$ cat src/rtl/aes_round_ctrl_if.sv
// Interface bundle for the AES round controller.
//
// Groups the request handshake, key-expansion handshake, datapath controls and
// result handshake into one interface.
//   master : the controller's view. It drives in_ready, kx_start, dp_*, rk_idx,
//            out_valid, out_err and busy.
//   slave  : the surrounding system's view. It drives in_valid, in_nk, in_dec,
//            in_key_new, kx_done and out_ready.
interface aes_round_ctrl_if;

  // Request side
  logic       in_valid;
  logic       in_ready;
  logic [3:0] in_nk;
  logic       in_dec;
  logic       in_key_new;

  // Key-expansion unit handshake
  logic       kx_start;
  logic       kx_done;

  // Datapath controls
  logic       dp_load;
  logic       dp_round;
  logic       dp_last;
  logic       dp_dec;
  logic [3:0] rk_idx;

  // Result side
  logic       out_valid;
  logic       out_ready;
  logic       out_err;
  logic       busy;

  modport master (
    input  in_valid,
    input  in_nk,
    input  in_dec,
    input  in_key_new,
    input  kx_done,
    input  out_ready,
    output in_ready,
    output kx_start,
    output dp_load,
    output dp_round,
    output dp_last,
    output dp_dec,
    output rk_idx,
    output out_valid,
    output out_err,
    output busy
  );

  modport slave (
    output in_valid,
    output in_nk,
    output in_dec,
    output in_key_new,
    output kx_done,
    output out_ready,
    input  in_ready,
    input  kx_start,
    input  dp_load,
    input  dp_round,
    input  dp_last,
    input  dp_dec,
    input  rk_idx,
    input  out_valid,
    input  out_err,
    input  busy
  );

endinterface

$ cat src/rtl/aes_round_ctrl.sv
// AES round controller.
//
// Accepts one encrypt/decrypt request at a time, optionally kicks the external
// key-expansion unit, then sequences the datapath through the initial
// AddRoundKey (LOAD) and Nr = Nk + 6 rounds, presenting the round-key index for
// each step. The result is held in DONE until the consumer accepts it.
//
// A small key cache {kvalid, knk} remembers the key length of the last
// completed expansion so that back-to-back requests with an unchanged key skip
// the expansion step.
//
// Ports:
//   clk  : single clock, rising edge.
//   rst  : asynchronous active-high reset; forces every output to 0.
//   bus  : aes_round_ctrl_if.master -- request, key-expansion, datapath and
//          result signals (see the interface file for the signal list).
module aes_round_ctrl (
  input  logic             clk,
  input  logic             rst,
  aes_round_ctrl_if.master bus
);

  localparam logic [2:0] StIdle  = 3'd0;
  localparam logic [2:0] StKexp  = 3'd1;
  localparam logic [2:0] StLoad  = 3'd2;
  localparam logic [2:0] StRound = 3'd3;
  localparam logic [2:0] StDone  = 3'd4;

  logic [2:0] state_q, state_d;
  logic [3:0] nk_q, nk_d;       // latched key length of the current request
  logic       dec_q, dec_d;     // latched direction
  logic       err_q, err_d;     // current request had an illegal key length
  logic [3:0] rnd_q, rnd_d;     // round counter, 1..Nr while in ROUND
  logic       kvalid_q, kvalid_d;
  logic [3:0] knk_q, knk_d;     // key length of the cached schedule
  logic       kx_first_q, kx_first_d;

  logic       accept;
  logic       nk_legal;
  logic       need_kexp;
  logic [3:0] nr;

  // Nr is derived from the latched Nk; only meaningful for legal Nk (max 14).
  assign nr = nk_q + 4'd6;

  assign bus.in_ready = (state_q == StIdle) && !rst;
  assign accept       = bus.in_valid && bus.in_ready;

  assign nk_legal  = (bus.in_nk == 4'd4) || (bus.in_nk == 4'd6) || (bus.in_nk == 4'd8);
  assign need_kexp = bus.in_key_new || !kvalid_q || (knk_q != bus.in_nk);

  // Next-state logic
  always_comb begin
    state_d    = state_q;
    nk_d       = nk_q;
    dec_d      = dec_q;
    err_d      = err_q;
    rnd_d      = rnd_q;
    kvalid_d   = kvalid_q;
    knk_d      = knk_q;
    kx_first_d = 1'b0;

    case (state_q)
      StIdle: begin
        if (accept) begin
          nk_d  = bus.in_nk;
          dec_d = bus.in_dec;
          err_d = 1'b0;
          if (!nk_legal) begin
            // Illegal length: report straight away, leave the cache alone.
            err_d   = 1'b1;
            state_d = StDone;
          end else if (need_kexp) begin
            state_d    = StKexp;
            kx_first_d = 1'b1;
          end else begin
            state_d = StLoad;
          end
        end
      end

      StKexp: begin
        // kx_done is honoured on every KEXP cycle, including the kx_start one.
        if (bus.kx_done) begin
          kvalid_d = 1'b1;
          knk_d    = nk_q;
          state_d  = StLoad;
        end
      end

      StLoad: begin
        rnd_d   = 4'd1;
        state_d = StRound;
      end

      StRound: begin
        if (rnd_q == nr) begin
          rnd_d   = 4'd0;
          state_d = StDone;
        end else begin
          rnd_d = rnd_q + 4'd1;
        end
      end

      StDone: begin
        if (bus.out_ready) begin
          err_d   = 1'b0;
          state_d = StIdle;
        end
      end

      default: begin
        state_d = StIdle;
        rnd_d   = 4'd0;
      end
    endcase
  end

  // State registers
  always_ff @(posedge clk or posedge rst) begin
    if (rst) begin
      state_q    <= StIdle;
      nk_q       <= 4'd0;
      dec_q      <= 1'b0;
      err_q      <= 1'b0;
      rnd_q      <= 4'd0;
      kvalid_q   <= 1'b0;
      knk_q      <= 4'd0;
      kx_first_q <= 1'b0;
    end else begin
      state_q    <= state_d;
      nk_q       <= nk_d;
      dec_q      <= dec_d;
      err_q      <= err_d;
      rnd_q      <= rnd_d;
      kvalid_q   <= kvalid_d;
      knk_q      <= knk_d;
      kx_first_q <= kx_first_d;
    end
  end

  // Outputs are decoded from the registered state only, so reset clears them
  // immediately through the asynchronous flop reset.
  always_comb begin
    bus.kx_start  = 1'b0;
    bus.dp_load   = 1'b0;
    bus.dp_round  = 1'b0;
    bus.dp_last   = 1'b0;
    bus.rk_idx    = 4'd0;
    bus.out_valid = 1'b0;
    bus.out_err   = 1'b0;

    case (state_q)
      StKexp: begin
        bus.kx_start = kx_first_q;
      end
      StLoad: begin
        bus.dp_load = 1'b1;
        bus.rk_idx  = dec_q ? nr : 4'd0;
      end
      StRound: begin
        bus.dp_round = 1'b1;
        bus.dp_last  = (rnd_q == nr);
        // Decryption walks the schedule backwards.
        bus.rk_idx   = dec_q ? (nr - rnd_q) : rnd_q;
      end
      StDone: begin
        bus.out_valid = 1'b1;
        bus.out_err   = err_q;
      end
      default: begin
      end
    endcase
  end

  assign bus.busy   = (state_q != StIdle);
  assign bus.dp_dec = bus.busy && dec_q;

endmodule

$ cat src/flat_wrapper.sv
// flat-port wrapper written by rule: the top's interface ports become plain ports
module aes_round_ctrl_flat 
  (clk, rst, bus_in_valid, bus_in_nk, bus_in_dec, bus_in_key_new, bus_kx_done, bus_out_ready, bus_in_ready, bus_kx_start, bus_dp_load, bus_dp_round, bus_dp_last, bus_dp_dec, bus_rk_idx, bus_out_valid, bus_out_err, bus_busy);
  aes_round_ctrl_if bus_i ();
  input  logic clk;
  input  logic rst;
  input wire logic [$bits(bus_i.in_valid)-1:0] bus_in_valid;
  input wire logic [$bits(bus_i.in_nk)-1:0] bus_in_nk;
  input wire logic [$bits(bus_i.in_dec)-1:0] bus_in_dec;
  input wire logic [$bits(bus_i.in_key_new)-1:0] bus_in_key_new;
  input wire logic [$bits(bus_i.kx_done)-1:0] bus_kx_done;
  input wire logic [$bits(bus_i.out_ready)-1:0] bus_out_ready;
  output wire logic [$bits(bus_i.in_ready)-1:0] bus_in_ready;
  output wire logic [$bits(bus_i.kx_start)-1:0] bus_kx_start;
  output wire logic [$bits(bus_i.dp_load)-1:0] bus_dp_load;
  output wire logic [$bits(bus_i.dp_round)-1:0] bus_dp_round;
  output wire logic [$bits(bus_i.dp_last)-1:0] bus_dp_last;
  output wire logic [$bits(bus_i.dp_dec)-1:0] bus_dp_dec;
  output wire logic [$bits(bus_i.rk_idx)-1:0] bus_rk_idx;
  output wire logic [$bits(bus_i.out_valid)-1:0] bus_out_valid;
  output wire logic [$bits(bus_i.out_err)-1:0] bus_out_err;
  output wire logic [$bits(bus_i.busy)-1:0] bus_busy;
  assign bus_i.in_valid = bus_in_valid;
  assign bus_i.in_nk = bus_in_nk;
  assign bus_i.in_dec = bus_in_dec;
  assign bus_i.in_key_new = bus_in_key_new;
  assign bus_i.kx_done = bus_kx_done;
  assign bus_i.out_ready = bus_out_ready;
  assign bus_in_ready = bus_i.in_ready;
  assign bus_kx_start = bus_i.kx_start;
  assign bus_dp_load = bus_i.dp_load;
  assign bus_dp_round = bus_i.dp_round;
  assign bus_dp_last = bus_i.dp_last;
  assign bus_dp_dec = bus_i.dp_dec;
  assign bus_rk_idx = bus_i.rk_idx;
  assign bus_out_valid = bus_i.out_valid;
  assign bus_out_err = bus_i.out_err;
  assign bus_busy = bus_i.busy;
  aes_round_ctrl u_core (.clk(clk), .rst(rst), .bus(bus_i));
endmodule
$ cat config.mk
export PLATFORM = sky130hd
export DESIGN_NAME = aes_round_ctrl_flat
export DESIGN_NICKNAME = d
export VERILOG_FILES = /design/src/rtl/aes_round_ctrl_if.sv /design/src/rtl/aes_round_ctrl.sv /design/src/flat_wrapper.sv
export SDC_FILE = /design/constraint.sdc
export NUM_CORES = 1
export LEC_CHECK = 0
export BUFFER_PORTS_ARGS = -buffer_cell sky130_fd_sc_hd__buf_2
export CAP_MARGIN = 20
export CORE_ASPECT_RATIO = 1.4
export CORE_MARGIN = 4
export CORE_UTILIZATION = 59
export DETAILED_ROUTE_END_ITERATION = 10
export PLACE_DENSITY = 0.83
export REMOVE_ABC_BUFFERS = 1
export SYNTH_ARGS = -nofsm -noshare
export SYNTH_HDL_FRONTEND = slang
export SYNTH_SLANG_ARGS = --single-unit
$ cat constraint.sdc
create_clock -name clk -period 2.7 [get_ports clk]
set_input_delay 0.27 -clock clk [delete_from_list [all_inputs] [get_ports clk]]
set_output_delay 0.27 -clock clk [all_outputs]
set_load 0.05 [all_outputs]
==> results of run 1 <==
==> worst max-delay path: stages, from the launching register on <==
cell	delay (ns)
dfrtp_1	0.38
inv_1	0.11
ha_1	0.30
inv_1	0.05
ha_1	0.33
nand3_1	0.18
nor2_4	0.19
nand2_1	0.09
nor2_1	0.10
clkbuf_4	0.24
==> registers in the layout (all words and copies together), names as in the netlist <==
| signal | count |
|---|---|
| u_core.dec_q | 1 |
| u_core.err_q | 1 |
| u_core.knk_q | 4 |
| u_core.kvalid_q | 1 |
| u_core.kx_first_q | 1 |
| u_core.nk_q | 4 |
| u_core.rnd_q | 4 |
| u_core.state_q | 3 |
==> synthesized netlist by cell type (2+ instances only) <==
master / instances / area (um^2)
mux2i_1: 3 / 30.0
o21a_1: 2 / 15.0
inv_2: 2 / 7.51
dfrtp_1: 19 / 475
xnor2_1: 6 / 52.6
ha_1: 5 / 62.6
buf_2: 4 / 20.0
nor2b_1: 5 / 31.3
nand3b_1: 2 / 15.0
nor2_1: 12 / 45.0
inv_1: 9 / 33.8
clkbuf_1: 2 / 7.51
a22oi_1: 2 / 15.0
a211oi_1: 2 / 15.0
a21oi_1: 4 / 20.0
nor3b_1: 2 / 15.0
o21ai_1: 3 / 15.0
mux2_1: 10 / 113
nor3_1: 4 / 20.0
nand2b_1: 4 / 25.0
a31o_1: 2 / 17.5
o211ai_1: 2 / 15.0
nand3_1: 5 / 25.0
nand2_1: 6 / 22.5
==> per-layer routing <==
layer	GRT usage	vias up	routed length (um)
li1	-	563	-
met1	0.252	592	1330
met2	0.404	36	1700
met3	0.0159	10	125
met4	0.0976	0	80
met5	0	-	0
==> final timing paths <==
kind	cells after the start	endpoint	slack, ns
worst min register to register	1	u_core.kvalid_q	0.48
worst max register to register	8	u_core.rnd_q[3]	0.66
max in group asynchronous	2	u_core.dec_q	2.12
min in group clk	2	u_core.dec_q	0.18
worst min-delay path	2	u_core.err_q	0.10
worst max-delay path	9	bus_dp_last	0.17
==> cell families (layout without fill, tap and decap cells) <==
logic type                 after synthesis  count (layout)  synth area share
AOI/OAI and AO/OA                       31              31             0.168
adders and majority gates                6               6            0.0597
xor gates and xnor gates                 7               7            0.0552
buffers and inverters                   18              40            0.0552
DFF                                     19              19             0.344
and+or+nand+nor                         51              51             0.215
muxes                                   13              13             0.103
==> final cells by class <==
cell class              instances  area [um^2]  share of cell area
multi-input cells             108          832               0.541
flip-flops and latches         19          475               0.309
repair buffers                 25          135              0.0879
inverters                      11         41.3              0.0269
well taps                      22         27.5              0.0179
clock buffers                   4         26.3              0.0171
==> stage by stage <==
stage	TNS, ns	util	std cells
after detailed placement	0	0.684	185
after global placement	0	0.684	185
after floorplan	0	-	138
after CTS	0	0.696	189
final	0	0.698	189
after global routing	-0.000695	0.698	189
==> repair_timing <==
item | CTS | global route
resized for setup | 0 | 2
buffers inserted | 0 | 0
setup endpoints to repair | 0 | 2
==> summary.txt, run 1 <==
Outcome
  – Outcome: finished, final reports clean

Placement
  – Placed cell area: 1510 um^2
  – GPL Wtd Cong: 0.928
  – Place WS: 0.482 ns
  – DP HPWL: 2470 um
  – Buffers on Ports: 23

Logic synthesis
  – Synth Flop Type: dfrtp_1
  – Post-Syn Area: 1380 um^2
  – #FFs+latches synth: 19
  – Post-synthesis sequential area ratio: 0.344
  – Synth warn: 0
  – Mean Syn Cell Area: 9.54 um^2
  – Post-synth ARST share: 1.00
  – Cell count after synthesis: 145
  – Number of synthesized flops with an enable pin: 0
  – Synth cell types: 52

Timing
  – Final Setup Violations: 0
  – Fin crit share: 0.938
  – Min Hold Slack: 0.103 ns
  – Final Skew: 0.0107 ns
  – Final min period: 2.53 ns
  – Hold Fails Final Rpt: 0
  – Final setup margin: 0.168 ns
  – Slew Limit Fails: 0
  – Worst-Margin Slew: 0.742 ns
  – Relative slew slack: 0.505
  – Max Clock Freq: 395 MHz

GRT
  – First-pass GRT wire length: 5530 um
  – Antenna violations before repair: 0
  – Total track usage: 0.218
  – Vias in the first global route: 1230
  – Final global-route overflow total: 0
  – Pin count of the biggest net entering global routing: 20

Cells and area
  – Ratio of cells with drive above 1 in the final layout: 0.222
  – Cell area after layout: 1540 um^2
  – Commonest cells after routing, fill and taps aside: buf_2, dfrtp_1, nor2_1
  – Most common cell after layout, fill and taps aside: buf_2
  – ANT cells: 0
  – # fillers: 172
  – Layout net count: 185
  – Area grow syn2layout: 11.1%

Detailed routing
  – DRT Wirelength: 3230 um
  – Drt via density: 6.35
  – DRT Pass-1 Iters: 4
  – Residual DRC: 0
  – Routed Antenna Nets: 0
  – Post-DR wirelength/cell: 17.1 um
  – DR iter-0 viols: 23
  – Via count: 1201

Clock tree
  – CTS tree: done
  – Worst skew pair latency: 0.30 ns
  – Clock Pin Slew Worst Setup and Hold Paths: 0.11 ns
  – # clock sinks: 19
  – Max Root-Sink Buffers: 2
  – CTS Buf Count: 3
  – Hold Buf Count CTS: 0
  – Root buffer cell: clkbuf_4
  – H-tree Lvls: 1

Worst hold path
  – Hold Path Class: in2async

Floorplan
  – Die X: 48.9 um
  – Row cnt: 20
  – Die ar.: 3200 um^2
  – Core Footprint: 2200 um^2
  – Starting density of the core: 0.628
  – Die height: 65.3 um
  – Ports: 24

Critical path
  – Worst Path Required: 2.43 ns
  – Worst Path Max Fanout: 6
  – Worst R2R Start: u_core.nk_q[1]
  – Crit end category: output port
  – Crit path kind: reg2out
  – Crit path launch type: flip-flop
  – WP data arrival: 2.26 ns
  – CP Launch Point: u_core.nk_q[1]

Job
  – # Max-Cap Violations: 0
Power of run 1 is not shown: default switching activity piles up to over one toggle a cycle in this logic, so the estimate is an artifact.
==> run 2: changes to the inputs <==
--- a/config.mk
+++ b/config.mk
@@ -13,6 +13,7 @@
 export DETAILED_ROUTE_END_ITERATION = 10
 export PLACE_DENSITY = 0.83
 export REMOVE_ABC_BUFFERS = 1
+export SETUP_SLACK_MARGIN = 0.2
 export SYNTH_ARGS = -nofsm -noshare
 export SYNTH_HDL_FRONTEND = slang
 export SYNTH_SLANG_ARGS = --single-unit
==> summary.txt, run 2 (synthesized netlist as in run 1, its figures left out) <==
GRT
  – Final global-route overflow total: 0 (unchanged)
  – First-pass GRT wire length: 5530 um (unchanged)
  – Vias in the first global route: 1230 (unchanged)
  – Pin count of the biggest net entering global routing: 20 (unchanged)
  – Antenna violations before repair: 0 (unchanged)
  – Total track usage: 0.218 (unchanged)

Clock tree
  – Max Root-Sink Buffers: 2 (unchanged)
  – H-tree Lvls: 1 (unchanged)
  – Root buffer cell: clkbuf_4 (unchanged)
  – Clock Pin Slew Worst Setup and Hold Paths: 0.11 ns (about the same)
  – CTS Buf Count: 3 (unchanged)
  – # clock sinks: 19 (unchanged)
  – CTS tree: done (unchanged)
  – Worst skew pair latency: 0.30 ns (about the same)
  – Hold Buf Count CTS: 0 (unchanged)

Placement
  – DP HPWL: 2470 um (unchanged)
  – Place WS: 0.482 ns (unchanged)
  – GPL Wtd Cong: 0.928 (unchanged)
  – Buffers on Ports: 23 (unchanged)

Timing
  – Setup TNS: 0 ns (unchanged)
  – Final Skew: 0.0108 ns (was 0.0107 ns)
  – Fin crit share: 0.890 (was 0.938)
  – Final setup margin: 0.297 ns (was 0.168 ns)
  – Final Setup Violations: 0 (unchanged)
  – Relative slew slack: 0.505 (about the same)
  – RSZ-0062 raised after global routing: no
  – Worst-Margin Slew: 0.742 ns (about the same)
  – Slew Limit Fails: 0 (unchanged)
  – Hold Fails Final Rpt: 0 (unchanged)
  – Max Clock Freq: 416 MHz (was 395 MHz)
  – Final min period: 2.40 ns (was 2.53 ns)

Outcome
  – Outcome: finished, final reports clean (unchanged)

Detailed routing
  – Via count: 1220 (was 1201)
  – DR iter-0 viols: 35 (was 23)
  – Drt via density: 6.39 (was 6.35)
  – DRT Wirelength: 3310 um (was 3230 um)
  – Routed Antenna Nets: 0 (unchanged)
  – Residual DRC: 0 (unchanged)
  – DRT Pass-1 Iters: 4 (unchanged)
  – Post-DR wirelength/cell: 17.3 um (was 17.1 um)

Worst hold path
  – Hold Path Class: in2async (unchanged)

Critical path
  – Crit path launch type: flip-flop (unchanged)
  – Reg2reg end: u_core.knk_q[0] (was u_core.rnd_q[3])
  – Crit path kind: reg2out (unchanged)
  – Worst Path Max Fanout: 4 (was 6)
  – Worst reg-to-reg path cell count: 3 (was 8)
  – Worst Path Required: 2.43 ns (about the same)
  – Crit end category: output port (unchanged)
  – Worst R2R Start: u_core.state_q[0] (was u_core.nk_q[1])
  – WP data arrival: 2.13 ns (was 2.26 ns)
  – Reg2Reg Setup Slack: 0.83 ns (was 0.66 ns)
  – CP Launch Point: u_core.nk_q[0] (was u_core.nk_q[1])

Floorplan
  – Die height: 65.3 um (unchanged)
  – Ports: 24 (unchanged)
  – Row cnt: 20 (unchanged)
  – Die X: 48.9 um (unchanged)
  – Starting density of the core: 0.628 (unchanged)
  – Core Footprint: 2200 um^2 (unchanged)
  – Die ar.: 3200 um^2 (unchanged)

Cells and area
  – Area grow syn2layout: 15.9% (was 11.1%)
  – Commonest cells after routing, fill and taps aside: buf_2, dfrtp_1, nor2_1 (unchanged)
  – ANT cells: 0 (unchanged)
  – Most common cell after layout, fill and taps aside: buf_2 (unchanged)
  – Layout net count: 187 (was 185)
  – Top flop regs: u_core.knk_q x4, u_core.nk_q x4, u_core.rnd_q x4 (unchanged)
  – Ratio of cells with drive above 1 in the final layout: 0.284 (was 0.222)

Job
  – # Max-Cap Violations: 0 (unchanged)
-- run 2: changes by cell type in the layout (fill, tap and decap cells not counted), moves of 2 or more --
cell | previous run | this run
inv_2 | 2 | 4
ha_4 | 0 | 2
inv_1 | 9 | 7
clkbuf_4 | 5 | 3
buf_4 | 2 | 5
ha_1 | 5 | 2
-- run 2: critical path: stages, from the launching register on --
cell and delay (ns):
dfrtp_1 0.44, inv_1 0.08, ha_2 0.18, inv_1 0.05
fa_2 0.51, mux2i_1 0.06, nor2_1 0.10, a21oi_1 0.05
nor2_1 0.10, buf_2 0.27
-- run 2: metrics by stage --
| stage | std cells | hold slack [ns] | util | instance area [um^2] |
|---|---|---|---|---|
| floorplan | 138 | 0.221 | - | 1350 |
| global placement | 185 | 0.439 | 0.684 | 1510 |
| detailed placement | 185 | 0.456 | 0.684 | 1510 |
| CTS | 189 | 0.136 | 0.698 | 1540 |
| global route | 191 | 0.157 | 0.728 | 1600 |
| finish | 191 | 0.102 | 0.728 | 1600 |
-- run 2: layout make-up --
cell class | count | area (um^2)
Inverter | 11 | 41.3
Sequential cell | 19 | 475
Tap cell | 22 | 27.5
Clock buffer | 4 | 26.3
Fill cell | 163 | 598
Multi-Input combinational cell | 108 | 880
Timing Repair Buffer | 27 | 154
-- run 2: what timing repair did --
action                     CTS  global route
setup endpoints to repair    2             3
resized for setup            2            10
pin swaps                    0             3
setup buffers                0             2
-- run 2: how the worst max path moves through the flow --
stage                                to  slack, ns  cells past startpoint
final                     bus_rk_idx[1]       0.30                      9
after global routing      bus_rk_idx[2]       0.21                      9
after CTS                   bus_dp_last       0.20                      9
after detailed placement    bus_dp_last       0.48                      9
after global placement      bus_dp_last       0.56                      9
after floorplan             bus_dp_last       0.32                      8
-- run 2: layer usage --
metal | GRT usage | up-vias | wire, um
li1 | - | 565 | -
met1 | 0.252 | 600 | 1320
met2 | 0.404 | 44 | 1710
met3 | 0.0159 | 11 | 179
met4 | 0.0976 | 0 | 97
met5 | 0 | - | 0
Power of run 2 is left out for the same reason.
